==> config.mk <==
export PLATFORM = sky130hd
export DESIGN_NAME = reg_file_2r1w
export DESIGN_NICKNAME = d
export VERILOG_FILES = /design/src/rtl/reg_file_2r1w.sv
export SDC_FILE = /design/constraint.sdc
export NUM_CORES = 1
export LEC_CHECK = 0
export CAP_MARGIN = 0
export CORE_ASPECT_RATIO = 1.2
export CORE_MARGIN = 3
export CORE_UTILIZATION = 43
export CTS_BUF_LIST = sky130_fd_sc_hd__clkbuf_2
export CTS_CLUSTER_SIZE = 10
export DETAILED_ROUTE_END_ITERATION = 6
export PLACE_DENSITY = 0.73
export SLEW_MARGIN = 5
export SYNTH_ARGS = -nofsm -noshare
export SYNTH_HDL_FRONTEND = slang
export SYNTH_SLANG_ARGS = --single-unit
==> constraint.sdc <==
create_clock -name CLK -period 2.2 [get_ports CLK]
set_input_delay 0.44 -clock CLK [delete_from_list [all_inputs] [get_ports CLK]]
set_output_delay 0.44 -clock CLK [all_outputs]
set_load 0.01 [all_outputs]
==> src/rtl/reg_file_2r1w.sv <==
// -----------------------------------------------------------------------------
// reg_file_2r1w
//
// General-purpose register bank for the datapath: one write port and two
// independent registered read ports. Each cycle it can return two operands
// and accept one write-back.
//
// Features
//   - write-first bypass: a read of the address being written in the same
//     cycle returns the new data
//   - per-entry "initialised" flag (INIT_V), set by a write and cleared by
//     RST or CLR
//   - synchronous bulk clear (CLR) that takes priority over a same-cycle write
//   - DEPTH need not be a power of two. Out-of-range writes are dropped, and
//     out-of-range reads return 0 / INIT=0 with VALID=1.
//
// Ports
//   CLK                    clock, all logic on the rising edge
//   RST                    synchronous active-high reset; overrides everything
//   CLR                    clear all entries to 0 and mark them uninitialised
//   WR_EN/WR_ADDR/WR_DATA  write port
//   RDx_EN/RDx_ADDR        read request, port x (x = 0, 1)
//   RDx_DATA               registered read data, port x
//   RDx_VALID              RDx_DATA/RDx_INIT were updated at the last edge
//   RDx_INIT               the entry read had been written since the last RST/CLR
//
// Read handshake: there is no back-pressure. A request is taken on every edge
// where RDx_EN=1. One cycle later RDx_VALID=1 for exactly one cycle per
// request. When RDx_EN=0, RDx_VALID drops to 0 and RDx_DATA/RDx_INIT keep
// their last values.
// -----------------------------------------------------------------------------
module reg_file_2r1w #(
    parameter int DATA_W = 8,
    parameter int DEPTH  = 4,
    localparam int AW    = $clog2(DEPTH)
) (
    input  logic              CLK,
    input  logic              RST,
    input  logic              CLR,
    input  logic              WR_EN,
    input  logic [AW-1:0]     WR_ADDR,
    input  logic [DATA_W-1:0] WR_DATA,
    input  logic              RD0_EN,
    input  logic [AW-1:0]     RD0_ADDR,
    output logic [DATA_W-1:0] RD0_DATA,
    output logic              RD0_VALID,
    output logic              RD0_INIT,
    input  logic              RD1_EN,
    input  logic [AW-1:0]     RD1_ADDR,
    output logic [DATA_W-1:0] RD1_DATA,
    output logic              RD1_VALID,
    output logic              RD1_INIT
);

    // Address limit, one bit wider than an address so that DEPTH itself
    // can be represented even when DEPTH is a power of two.
    localparam logic [AW:0] DEPTH_LIM = (AW+1)'(DEPTH);

    // -------------------------------------------------------------------------
    // Storage
    // -------------------------------------------------------------------------
    logic [DATA_W-1:0] mem [DEPTH];
    logic [DEPTH-1:0]  init_v;

    logic wr_in_range;
    logic wr_fire;

    assign wr_in_range = ({1'b0, WR_ADDR} < DEPTH_LIM);
    // CLR wins over a same-cycle write, so the write is lost.
    assign wr_fire     = WR_EN && !CLR && wr_in_range;

    always_ff @(posedge CLK) begin
        if (RST || CLR) begin
            for (int i = 0; i < DEPTH; i++) begin
                mem[i] <= '0;
            end
            init_v <= '0;
        end else if (wr_fire) begin
            mem[WR_ADDR]    <= WR_DATA;
            init_v[WR_ADDR] <= 1'b1;
        end
    end

    // -------------------------------------------------------------------------
    // Read ports. Both ports use the same structure, so the inputs and
    // outputs are gathered into small arrays and built in a generate loop.
    // -------------------------------------------------------------------------
    logic              rd_en    [2];
    logic [AW-1:0]     rd_addr  [2];
    logic [DATA_W-1:0] rd_data_q[2];
    logic              rd_valid_q[2];
    logic              rd_init_q[2];

    assign rd_en[0]   = RD0_EN;
    assign rd_en[1]   = RD1_EN;
    assign rd_addr[0] = RD0_ADDR;
    assign rd_addr[1] = RD1_ADDR;

    assign RD0_DATA  = rd_data_q[0];
    assign RD0_VALID = rd_valid_q[0];
    assign RD0_INIT  = rd_init_q[0];
    assign RD1_DATA  = rd_data_q[1];
    assign RD1_VALID = rd_valid_q[1];
    assign RD1_INIT  = rd_init_q[1];

    for (genvar p = 0; p < 2; p++) begin : g_rd
        logic              rd_in_range;
        logic [DATA_W-1:0] eff_data;
        logic              eff_init;

        assign rd_in_range = ({1'b0, rd_addr[p]} < DEPTH_LIM);

        // Effective contents of the addressed entry as seen by this edge:
        // clear first, then the in-flight write (bypass), then the array.
        always_comb begin
            eff_data = '0;
            eff_init = 1'b0;
            if (CLR) begin
                eff_data = '0;
                eff_init = 1'b0;
            end else if (WR_EN && wr_in_range && (WR_ADDR == rd_addr[p])) begin
                eff_data = WR_DATA;
                eff_init = 1'b1;
            end else if (rd_in_range) begin
                eff_data = mem[rd_addr[p]];
                eff_init = init_v[rd_addr[p]];
            end
        end

        always_ff @(posedge CLK) begin
            if (RST) begin
                rd_valid_q[p] <= 1'b0;
                rd_data_q[p]  <= '0;
                rd_init_q[p]  <= 1'b0;
            end else begin
                rd_valid_q[p] <= rd_en[p];
                if (rd_en[p]) begin
                    rd_data_q[p] <= eff_data;
                    rd_init_q[p] <= eff_init;
                end
            end
        end
    end

endmodule

==> impl_metrics.toml <==
[outcome]
run_status = "complete, no violations"

[route]
ant_nets = 0
route.detailed.drc = 0
vias_per_cell = 5.70
vias = 1916
avgRoutedWirePerCell_um = 16.2
wirelength_mm = 5.44
dr.pass1.iters = 4
drt-initial-drc-count = 114

[synthesis]
seq_area_frac_synth_pct = 55.9
syn_nets = 219
ys_async_sr_fraction_pct = 0
netlist_instances = 199
synth_compound_area_share_pct = 8.37
ys.flop_type = "edfxtp_1"
synth_top_family_by_area = "multiplexers"
synth_xor_area_share_pct = 2.42
synthDistinctLibCells = 28
yosys.area_share.simple_pct = 15.1
ys_seq_elements = 56
yosysWarnings = 0
synth_edf_count = 50
syn_avg_cell_area_um2 = 14.6
syn-cell-area_um2 = 2900
synth_adder_area_share_pct = 0
synthMuxAreaShare_pct = 15.3

[hold_path]
whs_path_depth = 2
hp-start = "init_v[3]"
hold_path.class = "flop to flop"
min_to = "init_v[3]"

[place]
dp_cells = 328
gp_congestion = 0.848
hpwl_mm = 4.33
port_buffers = 39

[power_and_ir_drop]
power.share.clock_pct = 19.6
p_comb_share_pct = 17.8
p_leak_nw = 1.34
ir_worst_vdd_v = 0.000237
p_total_mw = 1.99
net-switching-power_mw = 0.505
power_density_nw_per_um2 = 561
intPower_mw = 1.49
seqPwrFrac_pct = 62.6
switching_share_pct = 25.4

[timing]
setup_viol = 0
fin_crit_ps = 1780
rsz0062_at_grt = "no"
skew_ps = 19.7
hold_violations = 0
worst_pin_slew_ps = 763
slew_headroom_pct = 48.8
max_freq_mhz = 561
hold_ws_ps = 507
fin_crit_sh_pct = 81.0
finalSetupTns_ps = 0
slew_viol_final = 0

[floorplanning]
start_util_pct = 44.7
core-area_um2 = 6490
die_h_um = 95.9
ios = 40
die_area_um2 = 7770
die_w_um = 81.0
rows = 32

[critical_path]
critPathKind = "flop to output pin"
r2r_end = "rd_data_q[1][1]"
crit_chain = "clkdlybuf4s50_1"
arrival_ps = 1340
cp_data_required_time_ps = 1760
r2r-start = "mem[1][1]"
cp-start-kind = "flop"
crit_slowest_cell = "clkdlybuf4s50_1"
cp_slowest_stage_delay_ps = 530
path_delay_family = "buffers and inverters"
rrSetupSlack_ps = 770
path_max_fanout = 1
cp-end-kind = "output pin"
ff2ff_path_depth = 3
path_buf_inv = 1

[clock_network]
clk_pin_slew_ps = 250
cts_buffers = 5
cts_buffer_depth = 2
cts_tree = "built"
cts.repair.resized = 0
cts_setup_buffers = 0
clk_latency_ps = 440
cts_htree_levels = 2
holdBufCountCts = 0
root_buffer = "clkbuf_2"
cts.sinks = 56

[final_layout]
fin_cells = 336
nFillCells = 544
nNetsFinal = 270
antenna_cells = 0
area_growth_pct = 22.4
drive_above_1_share_pct = 15.1
postLayoutCoreUtil_pct = 54.7

[global_routing]
grt_pass1_vias = 1759
grt_first_pass_wirelength_mm = 9.03
grt_overflow = 0
grt_max_degree = 29
grt_usage_pct = 15.3
grt_antenna_before_repair = 0

[run]
drv_cap = 0
## Yosys cell counts, drive strengths merged (4+ instances only)
| library cell | n | area [um^2] |
|---|---|---|
| buf | 8 | 66.3 |
| dfxtp | 6 | 120 |
| and2 | 24 | 150 |
| o31ai | 16 | 120 |
| edfxtp | 50 | 1500 |
| nand4 | 16 | 100 |
| and3 | 8 | 50.1 |
| xor2 | 4 | 35.0 |
| mux4 | 18 | 443 |
| xnor2 | 4 | 35.0 |
| a21oi | 16 | 80.1 |
## metrics by stage
step,setup slack (ps),area (um^2)
after floorplan,402,2900
after global placement,19.4,3500
after detailed placement,-18.9,3500
after CTS,397,3550
after global routing,314,3550
final,417,3550
## cell families (layout without fill, tap and decap cells)
| logic type | after synthesis | after routing |
|---|---|---|
| xor+xnor | 8 | 8 |
| simple gates | 66 | 66 |
| compound gates | 38 | 38 |
| flops | 56 | 56 |
| buf+inv | 13 | 65 |
| mux | 18 | 18 |
## routing by layer
| metal | global-route usage [%] | share of wire, % |
|---|---|---|
| met5 | 0 | 0 |
| met4 | 5.63 | 1.9 |
| met3 | 2.25 | 4.5 |
| met2 | 26.9 | 54 |
| met1 | 19.0 | 40 |
## flip-flops by register name, summed over array words and instances, names as in the netlist
| register | count |
|---|---|
| rd_data_q | 16 |
| init_v | 4 |
| mem | 32 |
| rd_init_q | 2 |
| rd_valid_q | 2 |
## cell usage in the layout (no fill, tap or decap), types with 2 or more instances in the layout
| master | instances |
|---|---|
| a21o_1 | 3 |
| a21oi_1 | 16 |
| a31oi_1 | 2 |
| and2_1 | 24 |
| and3_1 | 8 |
| buf_12 | 5 |
| buf_4 | 11 |
| clkbuf_2 | 5 |
| clkdlybuf4s50_1 | 39 |
| dfxtp_1 | 6 |
| edfxtp_1 | 50 |
| inv_1 | 2 |
| mux4_1 | 10 |
| mux4_2 | 8 |
| nand2_1 | 3 |
| nand2b_1 | 3 |
| nand4_1 | 16 |
| nor2_1 | 3 |
| nor2b_1 | 2 |
| nor3b_4 | 2 |
| o31ai_1 | 16 |
| or2_2 | 2 |
| xnor2_1 | 4 |
| xor2_1 | 4 |
## tightest hold or removal path, delay by kind of cell, from the launching register on
kind | cells | cell delay (ps)
buffers and inverters | 1 | 50
flip-flops | 1 | 390
AO/OA/AOI/OAI | 1 | 60
## power by group through the flow
stage	registers (mW)	logic, mW	clock network [mW]
6_report	1.25	0.353	0.391
5_1_grt	1.25	0.380	0.450
4_1_cts	1.25	0.353	0.402
3_5_place_dp	1.27	0.352	0
3_3_place_gp	1.27	0.347	0
2_1_floorplan	1.27	0.189	0
## final cells by class
| cell class | instances | area [um^2] | share of cell area (%) |
|---|---|---|---|
| Clock buffer | 5 | 25.0 | 0.705 |
| Clock inverter | 3 | 22.5 | 0.635 |
| Inverter | 2 | 7.51 | 0.212 |
| Multi-Input combinational cell | 130 | 1190 | 33.6 |
| Sequential cell | 56 | 1620 | 45.7 |
| Tap cell | 85 | 106 | 3.00 |
| Timing Repair Buffer | 55 | 573 | 16.1 |
## worst max path at each step
stage / from / endpoint / slack, ps / cells after the start
floorplan: CLR / mem[2][0] / 400 / 3
global placement: WR_EN / mem[1][5] / 20 / 5
detailed placement: WR_ADDR[1] / rd_data_q[1][6] / -20 / 4
CTS: rd_data_q[0][0] / RD0_DATA[0] / 400 / 1
global route: WR_ADDR[1] / rd_data_q[0][0] / 310 / 4
finish: rd_data_q[0][4] / RD0_DATA[4] / 420 / 1
Power figures use the tool's default switching activity.
